[src/rtl/implication_queue_pkg.sv]
// Shared types for the implication queue: FSM state encoding and the FIFO entry layout.
// Ports: none (package only).
// The entry carries a fixed-width variable index so the FIFO width does not depend on var_num.
package implication_queue_pkg;

  typedef enum logic [1:0] {
    IDLE     = 2'd0,
    APPLY    = 2'd1,
    CHECK    = 2'd2,
    CONFLICT = 2'd3
  } state_t;

  // Wide enough for any practical var_num; implied indices are zero-extended into it.
  localparam int VAR_IDX_W = 16;

  typedef struct packed {
    logic [VAR_IDX_W-1:0] var_idx;
    logic                 value;
  } imp_entry_t;

endpackage

[src/rtl/implication_queue_fifo.sv]
// imp_fifo: circular-buffer FIFO with synchronous clear; head entry is always visible on pop_data.
// Ports: clock/reset, clear (sync flush), push/push_data, pop/pop_data, empty/full.
// A push while full is accepted only when a pop happens in the same cycle; clear overrides both.
module imp_fifo #(
  parameter int width = 17,
  parameter int depth = 8
) (
  input  logic             clock,
  input  logic             reset,
  input  logic             clear,
  input  logic             push,
  input  logic [width-1:0] push_data,
  input  logic             pop,
  output logic [width-1:0] pop_data,
  output logic             empty,
  output logic             full
);

  localparam int PTR_W = $clog2(depth);
  localparam int CNT_W = PTR_W + 1;
  localparam logic [CNT_W-1:0] DEPTH_CNT = CNT_W'(depth);

  logic [PTR_W-1:0] wr_ptr_q, wr_ptr_d;
  logic [PTR_W-1:0] rd_ptr_q, rd_ptr_d;
  logic [CNT_W-1:0] count_q, count_d;
  logic [width-1:0] mem_q [depth];
  logic [width-1:0] mem_d [depth];
  logic             do_push;
  logic             do_pop;

  always_comb begin
    do_pop  = pop && (count_q != '0);
    // Full is only a barrier when nothing leaves this cycle.
    do_push = push && ((count_q != DEPTH_CNT) || do_pop);

    wr_ptr_d = wr_ptr_q;
    rd_ptr_d = rd_ptr_q;
    count_d  = count_q;
    mem_d    = mem_q;

    if (clear) begin
      wr_ptr_d = '0;
      rd_ptr_d = '0;
      count_d  = '0;
    end else begin
      if (do_push) begin
        mem_d[wr_ptr_q] = push_data;
      end
      // Pointers are exactly log2(depth) bits, so they wrap modulo depth for free.
      wr_ptr_d = wr_ptr_q + PTR_W'(do_push);
      rd_ptr_d = rd_ptr_q + PTR_W'(do_pop);
      count_d  = count_q + CNT_W'(do_push) - CNT_W'(do_pop);
    end
  end

  always_ff @(posedge clock or negedge reset) begin
    if (!reset) begin
      wr_ptr_q <= '0;
      rd_ptr_q <= '0;
      count_q  <= '0;
    end else begin
      wr_ptr_q <= wr_ptr_d;
      rd_ptr_q <= rd_ptr_d;
      count_q  <= count_d;
    end
  end

  // Storage needs no reset: count gates every read.
  always_ff @(posedge clock) begin
    mem_q <= mem_d;
  end

  assign pop_data = mem_q[rd_ptr_q];
  assign empty    = (count_q == '0);
  assign full     = (count_q == DEPTH_CNT);

endmodule

[src/rtl/implication_queue.sv]
// Implication queue: buffers implied literals, applies them to the assignment state one at a time
// and hands each new assignment to the check unit; decisions enter only when nothing is pending.
// Ports: clock/reset/init_signal, imp_* (implication in), dec_* (decision in), check_* handshake,
// conflict_clear, free/assignment/conflict state out, empty/full FIFO status.
module implication_queue
  import implication_queue_pkg::*;
#(
  parameter int var_num = 8,
  parameter int depth   = 8
) (
  input  logic                                   clock,
  input  logic                                   reset,
  input  logic                                   init_signal,
  input  logic                                   imp_valid,
  input  logic [((var_num > 1) ? $clog2(var_num) : 1)-1:0] imp_var,
  input  logic                                   imp_value,
  output logic                                   imp_ready,
  input  logic                                   dec_valid,
  input  logic [((var_num > 1) ? $clog2(var_num) : 1)-1:0] dec_var,
  input  logic                                   dec_value,
  output logic                                   dec_ready,
  output logic                                   check_request,
  input  logic                                   check_done,
  input  logic                                   check_conflict,
  input  logic                                   conflict_clear,
  output logic [var_num-1:0]                     free,
  output logic [var_num-1:0]                     assignment,
  output logic                                   conflict,
  output logic                                   empty,
  output logic                                   full
);

  localparam int IDX_W = (var_num > 1) ? $clog2(var_num) : 1;

  state_t               state_q, state_d;
  logic [var_num-1:0]   free_q, free_d;
  logic [var_num-1:0]   assignment_q, assignment_d;
  logic                 check_request_q, check_request_d;
  logic                 conflict_q, conflict_d;

  logic                 fifo_push;
  logic                 fifo_pop;
  logic                 fifo_clear;
  logic                 fifo_empty;
  logic                 fifo_full;
  imp_entry_t           push_entry;
  imp_entry_t           head;
  logic [IDX_W-1:0]     head_idx;
  logic                 head_in_range;

  // While APPLY pops the head, a full FIFO still has room for one new entry this cycle.
  assign imp_ready = (!fifo_full || (state_q == APPLY)) && (state_q != CONFLICT);
  assign dec_ready = (state_q == IDLE) && fifo_empty;
  assign fifo_push = imp_valid && imp_ready;

  assign push_entry = '{var_idx: VAR_IDX_W'(imp_var), value: imp_value};

  imp_fifo #(
    .width ($bits(imp_entry_t)),
    .depth (depth)
  ) u_fifo (
    .clock     (clock),
    .reset     (reset),
    .clear     (fifo_clear),
    .push      (fifo_push),
    .push_data (push_entry),
    .pop       (fifo_pop),
    .pop_data  (head),
    .empty     (fifo_empty),
    .full      (fifo_full)
  );

  assign head_in_range = (int'(head.var_idx) < var_num);
  assign head_idx      = head.var_idx[IDX_W-1:0];

  always_comb begin
    state_d         = state_q;
    free_d          = free_q;
    assignment_d    = assignment_q;
    check_request_d = 1'b0;
    conflict_d      = conflict_q;
    fifo_pop        = 1'b0;
    fifo_clear      = 1'b0;

    if (init_signal) begin
      state_d      = IDLE;
      free_d       = '1;
      assignment_d = '0;
      conflict_d   = 1'b0;
      fifo_clear   = 1'b1;
    end else begin
      unique case (state_q)
        IDLE: begin
          // Pending implications always drain before a new decision is taken.
          if (!fifo_empty) begin
            state_d = APPLY;
          end else if (dec_valid) begin
            free_d[dec_var]       = 1'b0;
            assignment_d[dec_var] = dec_value;
            check_request_d       = 1'b1;
            state_d               = CHECK;
          end
        end
        APPLY: begin
          fifo_pop = 1'b1;
          if (!head_in_range) begin
            state_d = IDLE;
          end else if (free_q[head_idx]) begin
            free_d[head_idx]       = 1'b0;
            assignment_d[head_idx] = head.value;
            check_request_d        = 1'b1;
            state_d                = CHECK;
          end else if (assignment_q[head_idx] == head.value) begin
            state_d = IDLE;
          end else begin
            state_d    = CONFLICT;
            conflict_d = 1'b1;
            fifo_clear = 1'b1;
          end
        end
        CHECK: begin
          if (check_done) begin
            if (check_conflict) begin
              state_d    = CONFLICT;
              conflict_d = 1'b1;
              fifo_clear = 1'b1;
            end else begin
              state_d = IDLE;
            end
          end
        end
        CONFLICT: begin
          // Backtracking is done elsewhere; the assignment state is left untouched here.
          if (conflict_clear) begin
            state_d    = IDLE;
            conflict_d = 1'b0;
          end
        end
        default: state_d = IDLE;
      endcase
    end
  end

  always_ff @(posedge clock or negedge reset) begin
    if (!reset) begin
      state_q         <= IDLE;
      free_q          <= '1;
      assignment_q    <= '0;
      check_request_q <= 1'b0;
      conflict_q      <= 1'b0;
    end else begin
      state_q         <= state_d;
      free_q          <= free_d;
      assignment_q    <= assignment_d;
      check_request_q <= check_request_d;
      conflict_q      <= conflict_d;
    end
  end

  assign check_request = check_request_q;
  assign free          = free_q;
  assign assignment    = assignment_q;
  assign conflict      = conflict_q;
  assign empty         = fifo_empty;
  assign full          = fifo_full;

endmodule
[config.mk]
export PLATFORM = sky130hd
export DESIGN_NAME = implication_queue
export DESIGN_NICKNAME = d
export VERILOG_FILES = /design/src/rtl/implication_queue_pkg.sv /design/src/rtl/implication_queue_fifo.sv /design/src/rtl/implication_queue.sv
export SDC_FILE = /design/constraint.sdc
export NUM_CORES = 1
export LEC_CHECK = 0
export CORE_MARGIN = 2
export CORE_UTILIZATION = 55
export DETAILED_ROUTE_END_ITERATION = 8
export GPL_TIMING_DRIVEN = 0
export PLACE_DENSITY = 0.77
export SYNTH_ARGS = -nofsm -noshare
export SYNTH_HDL_FRONTEND = slang
export SYNTH_SLANG_ARGS = --single-unit
[constraint.sdc]
create_clock -name clock -period 4.6 [get_ports clock]
set_clock_uncertainty 0.15 [all_clocks]
set_input_delay 0.92 -clock clock [delete_from_list [all_inputs] [get_ports clock]]
set_output_delay 0.92 -clock clock [all_outputs]
set_load 0.02 [all_outputs]
==> metrics.cfg, run 1 <==
[outcome]
status=completed

[clock_network]
clk_pin_slew_worst_paths_ns=0.07
cts_resized=0
hold_buffers=0
cts_setup_buffers=0
clk_root_buffer_cell=clkbuf_8
h-tree-depth=3
cts_buffers=9
clock_latency_ns=0.34
clockBufferDepth=2
clkSinkCount=62
cts_tree=yes

[yosys]
synth_compound_area_frac=0.134
synth_seq_area_share=0.485
synth_area_um2=3550
ys_ff_latch=62
synth_area_per_cell_um2=11.1
netlist-cell-type-count=52
ys.flop_type=edfxtp_1
synth_nets=350
yosys.area_share.simple=0.157
async_flop_share=0.484
syn_inst=319
yosysWarningCount=0
synth_fa_ha_area_frac=0.0550
synth_top_family_by_area=simple AND/OR/NAND/NOR gates
yosys-mux-area-fraction=0.114
synth_xor_xnor_area_share=0.00987
synth_edf_count=32

[global_route]
grt_max_degree=31
grt_pass1_wl_mm=13.6
antenna_found_initial=0
grt_overflow=0
track_usage=0.246
grt_pass1_vias=2745

[finish]
syn_to_final_growth_pct=17.7
multi_input_area_um2=1670
num-nets-final=395
regArea_um2=1720
final_area_um2=4180
final_cell_mix=nor2_1 (33), clkdlybuf4s50_1 (33), edfxtp_1 (32)
fill_cells=485
diodes=0
layout-drive-gt1-share=0.127

[route]
top_layer=met4
ant_nets=0
drtIter0Drc=198
met1_length_mm=3.65
num_vias=2742
firstDrtPassIters=5
route.met2.wl_mm=3.66
drt-wirelength-per-cell_um=18.0
wl_met3_um=572
drc=0
totalWireLength_mm=8.01
routed_via_density=6.15

[die]
num_rows=29
coreArea_um2=6310
dieWidth_um=84.4
ioPinCount=38
start_util=0.562
die_area_um2=7110
die_h_um=84.4

[sta]
finalWorstSetupSlack_ns=0.769
tns_ns=0
rsz0062_at_grt=false
hold_violations=0
slew-limit-headroom=0.491
fmaxAchievable_mhz=261
worst_slew_pin_slew_ns=0.753
min_period_over_period=0.833
setup-violations-final=0
maxSlewViolCount=0
min_period_ns=3.83

[place]
place.gp.congestion=0.943
placed_area_um2=3980
port_buffers=34
pre_cts_ws_ns=0.775
dpl.hpwl_mm=5.80

[critical_path]
worstSetupPathType=reg -> reg
slowest_stage=mux4_2
cp_top_family=multiplexers
cp-end-kind=flop
crit_path_frequent_cell=buf_6
crit_chain=buf_2 > mux4_2 > mux2i_1 > nor2_2 > a221o_1 > a211o_1 > buf_6 > nor4b_4 > buf_6 > nor2_1
cp_num_buf_inv=3
cp_max_fo=10
max_stage_delay_ns=0.57
cp.arrival_ns=3.76
required_ns=4.53
worstSetupStartpointType=flop

[power_and_ir_drop]
p_total_uw=2010
leakagePower_uw=0.00158
power_density_nw_per_um2=482
peakVddDrop_uv=374

[job]
maxCapViolCount=0

[min_path]
hp-class=reg -> reg

==> worst reg2reg max path: cells and delay by family (launching register included) <==
family          cells  cell delay (ns)
compound gates      2             0.64
buf+inv             3             0.64
flops               1             0.34
mux                 2             1.08
simple gates        3             0.72
==> routing by layer <==
| layer | up-vias | GRT usage |
|---|---|---|
| met5 | - | 0 |
| met4 | 0 | 0.0851 |
| met3 | 12 | 0.0619 |
| met2 | 137 | 0.371 |
| met1 | 1314 | 0.351 |
| li1 | 1279 | - |
==> per-stage QoR <==
| step | utilization | std cells | hold WS (ns) |
|---|---|---|---|
| after floorplan | - | 319 | 0.400 |
| after global placement | 0.632 | 430 | 0.360 |
| after detailed placement | 0.631 | 430 | 0.364 |
| after CTS | 0.662 | 446 | 0.374 |
| after global routing | 0.662 | 446 | 0.387 |
| final | 0.662 | 446 | 0.369 |
==> area by class of cell <==
class                           count  share of cell area
Sequential cell                    62               0.412
Clock buffer                        9              0.0296
Multi-Input combinational cell    223               0.399
Inverter                           16              0.0144
Buffer                             18              0.0245
Tap cell                           77              0.0230
Clock inverter                      7              0.0177
Timing Repair Buffer               34              0.0802
==> registers in the layout (all words and copies together), names as in the netlist <==
register and cells:
u_fifo.mem_q 32, assignment 8, free 8, u_fifo.count_q 4, u_fifo.rd_ptr_q 3, u_fifo.wr_ptr_q 3
state_q 2, check_request 1, conflict 1
==> synth_stat cells, types with 6 or more instances <==
master | n | area, um^2
inv_1 | 16 | 60.1
o22ai_1 | 8 | 50.1
ha_1 | 14 | 175
nor2b_1 | 7 | 43.8
a21oi_1 | 12 | 60.1
nand2b_1 | 6 | 37.5
dfrtp_1 | 22 | 551
nand3_1 | 6 | 30.0
a22oi_1 | 8 | 60.1
mux4_2 | 9 | 203
dfstp_2 | 8 | 210
a211oi_1 | 7 | 52.6
clkbuf_1 | 11 | 41.3
mux2i_1 | 12 | 120
nand2_1 | 30 | 113
edfxtp_1 | 32 | 961
nor2_1 | 33 | 124
a21o_1 | 10 | 75.1
==> report_power, final <==
group / switching [uW] / internal [uW]
logic: 485 / 349
registers: 52.9 / 657
clock network: 220 / 250
==> cell families after synthesis <==
logic type / after synthesis
buffers and inverters: 34
DFF: 62
adders and majority gates: 15
AOI/OAI and AO/OA: 67
muxes: 26
xor gates and xnor gates: 4
and+or+nand+nor: 111
==> worst paths after layout <==
path                                              start                         end  slack, ns  depth (start not counted)
max                        u_fifo.rd_ptr_q[1]$_DFF_PN0_  u_fifo.mem_q[18]$_DFFE_PP_       0.77                         10
min                                 free[0]$_DFFE_PN1P_         free[0]$_DFFE_PN1P_       0.37                          1
max reg2reg                u_fifo.rd_ptr_q[1]$_DFF_PN0_  u_fifo.mem_q[18]$_DFFE_PP_       0.77                         10
min reg2reg                         free[0]$_DFFE_PN1P_         free[0]$_DFFE_PN1P_       0.37                          1
max in group asynchronous                         reset   assignment[3]$_DFFE_PN0P_       3.35                          1
min in group asynchronous                         reset   assignment[5]$_DFFE_PN0P_       0.48                          1
Note: power is estimated with default switching activity, not from simulation.
==> inputs of run 2 (changes only) <==
--- a/config.mk
+++ b/config.mk
@@ -6,10 +6,10 @@
 export NUM_CORES = 1
 export LEC_CHECK = 0
 export CORE_MARGIN = 2
-export CORE_UTILIZATION = 55
+export CORE_UTILIZATION = 51
 export DETAILED_ROUTE_END_ITERATION = 8
 export GPL_TIMING_DRIVEN = 0
-export PLACE_DENSITY = 0.77
+export PLACE_DENSITY = 0.75
 export SYNTH_ARGS = -nofsm -noshare
 export SYNTH_HDL_FRONTEND = slang
 export SYNTH_SLANG_ARGS = --single-unit
==> constraint.sdc (replaced) <==
create_clock -name clock -period 3.35 [get_ports clock]
set_clock_uncertainty 0.15 [all_clocks]
set_input_delay 0.67 -clock clock [delete_from_list [all_inputs] [get_ports clock]]
set_output_delay 0.67 -clock clock [all_outputs]
set_load 0.02 [all_outputs]
==> run 2 against run 1 <==
Design area grew 5.4%. Sequential power grew 37%. Combinational power grew 46%. Critical path type unchanged. Critical endpoint is now u_fifo.mem_q[68]$_DFFE_PP_. Highest routed layer unchanged.
==> metrics.cfg, run 2 (synthesis results as in run 1) <==
[finish]
syn_to_final_growth_pct=24.1
layout-drive-gt1-share=0.205
finalNonFillerCells=465
diodes=0
num-nets-final=411
final_cell_mix=clkdlybuf4s50_1 (33), edfxtp_1 (32), nand2_1 (30)
largest-register=u_fifo.mem_q
largest_reg_flops=32
final_common_cell=clkdlybuf4s50_1

[route]
num_vias=2811
firstDrtPassIters=4
drtIter0Drc=166
totalWireLength_mm=8.13
routed_via_density=6.05
ant_nets=0
drt-wirelength-per-cell_um=17.5
drc=0

[clock_network]
clkSinkCount=62
hold_buffers=0
cts_buffers=9
cts_tree=yes
clock_latency_ns=0.34
clk_root_buffer_cell=clkbuf_8
clockBufferDepth=2
h-tree-depth=3
clk_pin_slew_worst_paths_ns=0.07

[sta]
min_period_over_period=0.974
fmaxAchievable_mhz=307
worst_slew_pin_slew_ns=0.760
maxSlewViolCount=0
slew-limit-headroom=0.487
min_period_ns=3.26
setup-violations-final=0
hold_violations=0
tns_ns=0

[job]
maxCapViolCount=0

[die]
die_h_um=87.4
dieWidth_um=87.4
die_area_um2=7650
coreArea_um2=6760
num_rows=30
ioPinCount=38
start_util=0.526

[place]
port_buffers=34
place.gp.congestion=0.954
place_inst=433
dpl.hpwl_mm=5.80

[global_route]
grt_overflow=0
track_usage=0.225
grt_pass1_vias=2649
grt_pass1_wl_mm=13.0
antenna_found_initial=0
grt_max_degree=31

[min_path]
hp-class=in -> async

[power_and_ir_drop]
power_density_nw_per_um2=647
leakagePower_uw=0.00168
peakVddDrop_uv=451

[critical_path]
worstSetupPathType=reg -> reg
cp-end-kind=flop
worstSetupStartpointType=flop
required_ns=3.30
cp.arrival_ns=3.21
cp_max_fo=8

[outcome]
status=completed

==> run 2: cell count changes in the layout (fill, tap and decap cells not counted), sizes merged <==
| cell | delta |
|---|---|
| buf | +17 |
| clkbuf | -1 |
| clkinvlp | -1 |
| inv | +1 |
==> run 2: layout make-up <==
type                            count  area, um^2
Fill cell                         524        2350
Multi-Input combinational cell    223        1740
Sequential cell                    62        1720
Timing Repair Buffer               51         467
Clock buffer                        9         124
Buffer                             17         123
Tap cell                           80         100
Clock inverter                      7        72.6
Inverter                           16        60.1
==> run 2: what timing repair did <==
action                                  4_1_cts  5_1_grt
pin swaps                                     1        2
endpoints found under the setup margin       50       32
setup buffers                                10        7
gates resized for setup                      18       10
==> run 2: routing by layer <==
metal | global-route usage | part of all wire
met5 | 0 | 0
met4 | 0.0741 | 0.019
met3 | 0.0502 | 0.062
met2 | 0.353 | 0.47
met1 | 0.310 | 0.45
==> run 2: stage by stage <==
stage | total power, uW | hold WS, ns | utilization | setup slack, ns | instance area (um^2)
after floorplan | 1770 | 0.224 | - | 0.0865 | 3550
after CTS | 2820 | 0.375 | 0.641 | 0.00354 | 4330
after global placement | 2080 | 0.360 | 0.591 | -0.436 | 3990
after detailed placement | 2110 | 0.361 | 0.591 | -0.482 | 3990
after global routing | 3040 | 0.253 | 0.652 | -0.0172 | 4410
final | 2850 | 0.211 | 0.652 | 0.0878 | 4410
==> run 2: critical path, cell delays in order (launching register included) <==
cell     delay, ns
dfrtp_1       0.42
buf_12        0.13
mux4_2        0.53
mux2i_4       0.17
buf_6         0.15
nor2_2        0.05
a221o_1       0.32
a211o_1       0.31
buf_6         0.13
nor4b_4       0.26
buf_6         0.18
buf_12        0.14
nor2_2        0.07
==> run 2: path summary, 6_finish.rpt <==
check	startpoint	endpoint	slack, ns	cells past startpoint
min reg2reg	free[0]$_DFFE_PN1P_	free[0]$_DFFE_PN1P_	0.37	1
min in group clock	free[0]$_DFFE_PN1P_	free[0]$_DFFE_PN1P_	0.37	1
max reg2reg	u_fifo.rd_ptr_q[0]$_DFF_PN0_	u_fifo.mem_q[68]$_DFFE_PP_	0.09	12
max in group asynchronous	reset	u_fifo.rd_ptr_q[2]$_DFF_PN0_	2.36	1
min	reset	assignment[7]$_DFFE_PN0P_	0.21	1
max	u_fifo.rd_ptr_q[0]$_DFF_PN0_	u_fifo.mem_q[68]$_DFFE_PP_	0.09	12
==> run 2: power breakdown <==
| group | leakage, uW | internal (uW) | switching [uW] |
|---|---|---|---|
| Combinational | 0.000912 | 536 | 683 |
| Clock | 0.0000960 | 346 | 312 |
| Sequential | 0.000671 | 902 | 72.7 |
==> inputs of run 3 (changes only) <==
--- a/config.mk
+++ b/config.mk
@@ -6,10 +6,12 @@
 export NUM_CORES = 1
 export LEC_CHECK = 0
 export CORE_MARGIN = 2
-export CORE_UTILIZATION = 51
+export CORE_UTILIZATION = 53
+export CTS_BUF_LIST = sky130_fd_sc_hd__clkbuf_2 sky130_fd_sc_hd__clkbuf_4 sky130_fd_sc_hd__clkbuf_8
 export DETAILED_ROUTE_END_ITERATION = 8
 export GPL_TIMING_DRIVEN = 0
-export PLACE_DENSITY = 0.75
+export PLACE_DENSITY = 0.77
+export SKIP_CTS_REPAIR_TIMING = 1
 export SYNTH_ARGS = -nofsm -noshare
 export SYNTH_HDL_FRONTEND = slang
 export SYNTH_SLANG_ARGS = --single-unit
==> run 3 against run 2 <==
The flow now finishes with violations (DRC). Core utilization increased by 4.7 points. Sequential cell count unchanged. Critical path depth unchanged. Critical path type unchanged. Critical endpoint is now u_fifo.mem_q[54]$_DFFE_PP_. Largest cell class unchanged. Highest routed layer unchanged.
==> metrics.cfg, run 3 (synthesis results as in run 1) <==
[min_path]
hp-class=reg -> reg
worst_hold_path.endpoint=free[2]$_DFFE_PN1P_
hold_path_startpoint=free[2]$_DFFE_PN1P_
min_path_cells=1

[finish]
final_common_cell=clkdlybuf4s50_1
syn_to_final_growth_pct=26.5
num-nets-final=413
diodes=0
finalNonFillerCells=464
layout-drive-gt1-share=0.207
largest_reg_flops=32
largest-register=u_fifo.mem_q
final_cell_mix=clkdlybuf4s50_1 (34), edfxtp_1 (32), nand2_1 (30)

[route]
drt-wirelength-per-cell_um=18.0
met1_length_mm=3.72
num_vias=2793
drtIter0Drc=198
route.met2.wl_mm=3.96
wl_met3_um=512
routed_via_density=6.02
firstDrtPassIters=7
drc=3
ant_nets=0
top_layer=met4
totalWireLength_mm=8.36

[sta]
worst_slew_pin_slew_ns=0.787
fmaxAchievable_mhz=301
finalWorstSetupSlack_ns=0.0300
maxSlewViolCount=0
min_period_ns=3.32
tns_ns=0
setup-violations-final=0
slew-limit-headroom=0.474
min_period_over_period=0.991
hold_violations=0

[die]
coreArea_um2=6420
dieWidth_um=85.9
die_h_um=85.9
ioPinCount=38
num_rows=29
start_util=0.553
die_area_um2=7370

[power_and_ir_drop]
leakagePower_uw=0.00171
peakVddDrop_uv=416
power_density_nw_per_um2=654

[global_route]
antenna_found_initial=0
grt_overflow=0
grt_pass1_vias=2779
grt_pass1_wl_mm=13.9
grt_max_degree=18
track_usage=0.249

[clock_network]
cts_buffers=9
h-tree-depth=3
clock_latency_ns=0.35
clk_pin_slew_worst_paths_ns=0.07
clk_root_buffer_cell=clkbuf_8
clkSinkCount=62
clockBufferDepth=2
cts_tree=yes

[critical_path]
rr_startpoint=u_fifo.rd_ptr_q[0]$_DFF_PN0_
r2r_slack_ns=0.03
worstSetupPathType=reg -> reg
cp-end-kind=flop
r2r-end=u_fifo.mem_q[54]$_DFFE_PP_
worstSetupStartpointType=flop
reg2reg_depth=12
cp_max_fo=8
cp.arrival_ns=3.28
required_ns=3.31

[outcome]
violations=DRC
status=complete, but fails checks

[job]
maxCapViolCount=0

[place]
place_inst=431
dpl.hpwl_mm=5.89
pre_cts_ws_ns=-0.525
port_buffers=34
place.gp.congestion=0.932

==> run 3: cell count changes in the layout (fill, tap and decap cells not counted), sizes merged <==
cell	before	now
clkbuf	19	20
clkinvlp	2	1
clkdlybuf4s50	33	34
bufinv	1	2
inv	18	16
clkinv	2	4
==> run 3: worst max-delay path by stage <==
stage                            startpoint  slack [ns]  depth (start not counted)                         end
3_3_place_gp   u_fifo.rd_ptr_q[1]$_DFF_PN0_       -0.43                         10  u_fifo.mem_q[54]$_DFFE_PP_
2_1_floorplan  u_fifo.rd_ptr_q[0]$_DFF_PN0_        0.09                         11  u_fifo.mem_q[51]$_DFFE_PP_
6_report       u_fifo.rd_ptr_q[0]$_DFF_PN0_        0.03                         12  u_fifo.mem_q[54]$_DFFE_PP_
5_1_grt        u_fifo.rd_ptr_q[0]$_DFF_PN0_       -0.07                         12  u_fifo.mem_q[87]$_DFFE_PP_
4_1_cts        u_fifo.rd_ptr_q[1]$_DFF_PN0_       -0.57                          8   u_fifo.mem_q[1]$_DFFE_PP_
3_5_place_dp   u_fifo.rd_ptr_q[1]$_DFF_PN0_       -0.53                          8   u_fifo.mem_q[2]$_DFFE_PP_
==> run 3: report_power, final <==
part	internal [uW]	total, uW	leakage (uW)	switching [uW]
clock	413	723	0.000104	310
combinational	544	1240	0.000937	696
sequential	902	973	0.000671	71.4
total	1860	2940	0.00171	1080
==> run 3: area by class of cell <==
class                   count  area [um^2]
plain buffers              17          123
clock buffers               9          124
clock inverters             7         88.8
fillers                   472         1930
inverters                  16         60.1
multi-input cells         223         1760
flip-flops and latches     62         1720
well taps                  77         96.3
repair buffers             53          520
==> run 3: through the flow <==
step	power (uW)	cell area, um^2	utilization	hold WS (ns)
after floorplan	1770	3550	-	0.224
after global placement	2090	3990	0.621	0.359
after detailed placement	2110	4020	0.625	0.364
after CTS	2830	4230	0.658	0.374
after global routing	3120	4490	0.699	0.379
final	2940	4490	0.699	0.371
==> run 3: routing by layer <==
metal,vias to the layer above,track usage
met5,-,0
met4,0,0.111
met3,16,0.0404
met2,104,0.384
met1,1362,0.349
li1,1311,-
==> run 3: worst max-delay path: stages (launching register included) <==
cell and delay [ns]:
dfrtp_1 0.42, buf_12 0.14, mux4_2 0.53, mux2i_4 0.18, buf_6 0.15, nor2_2 0.05
a221o_1 0.32, a211o_1 0.31, buf_6 0.14, nor4b_4 0.29, buf_4 0.20, buf_12 0.14
nor2_4 0.06
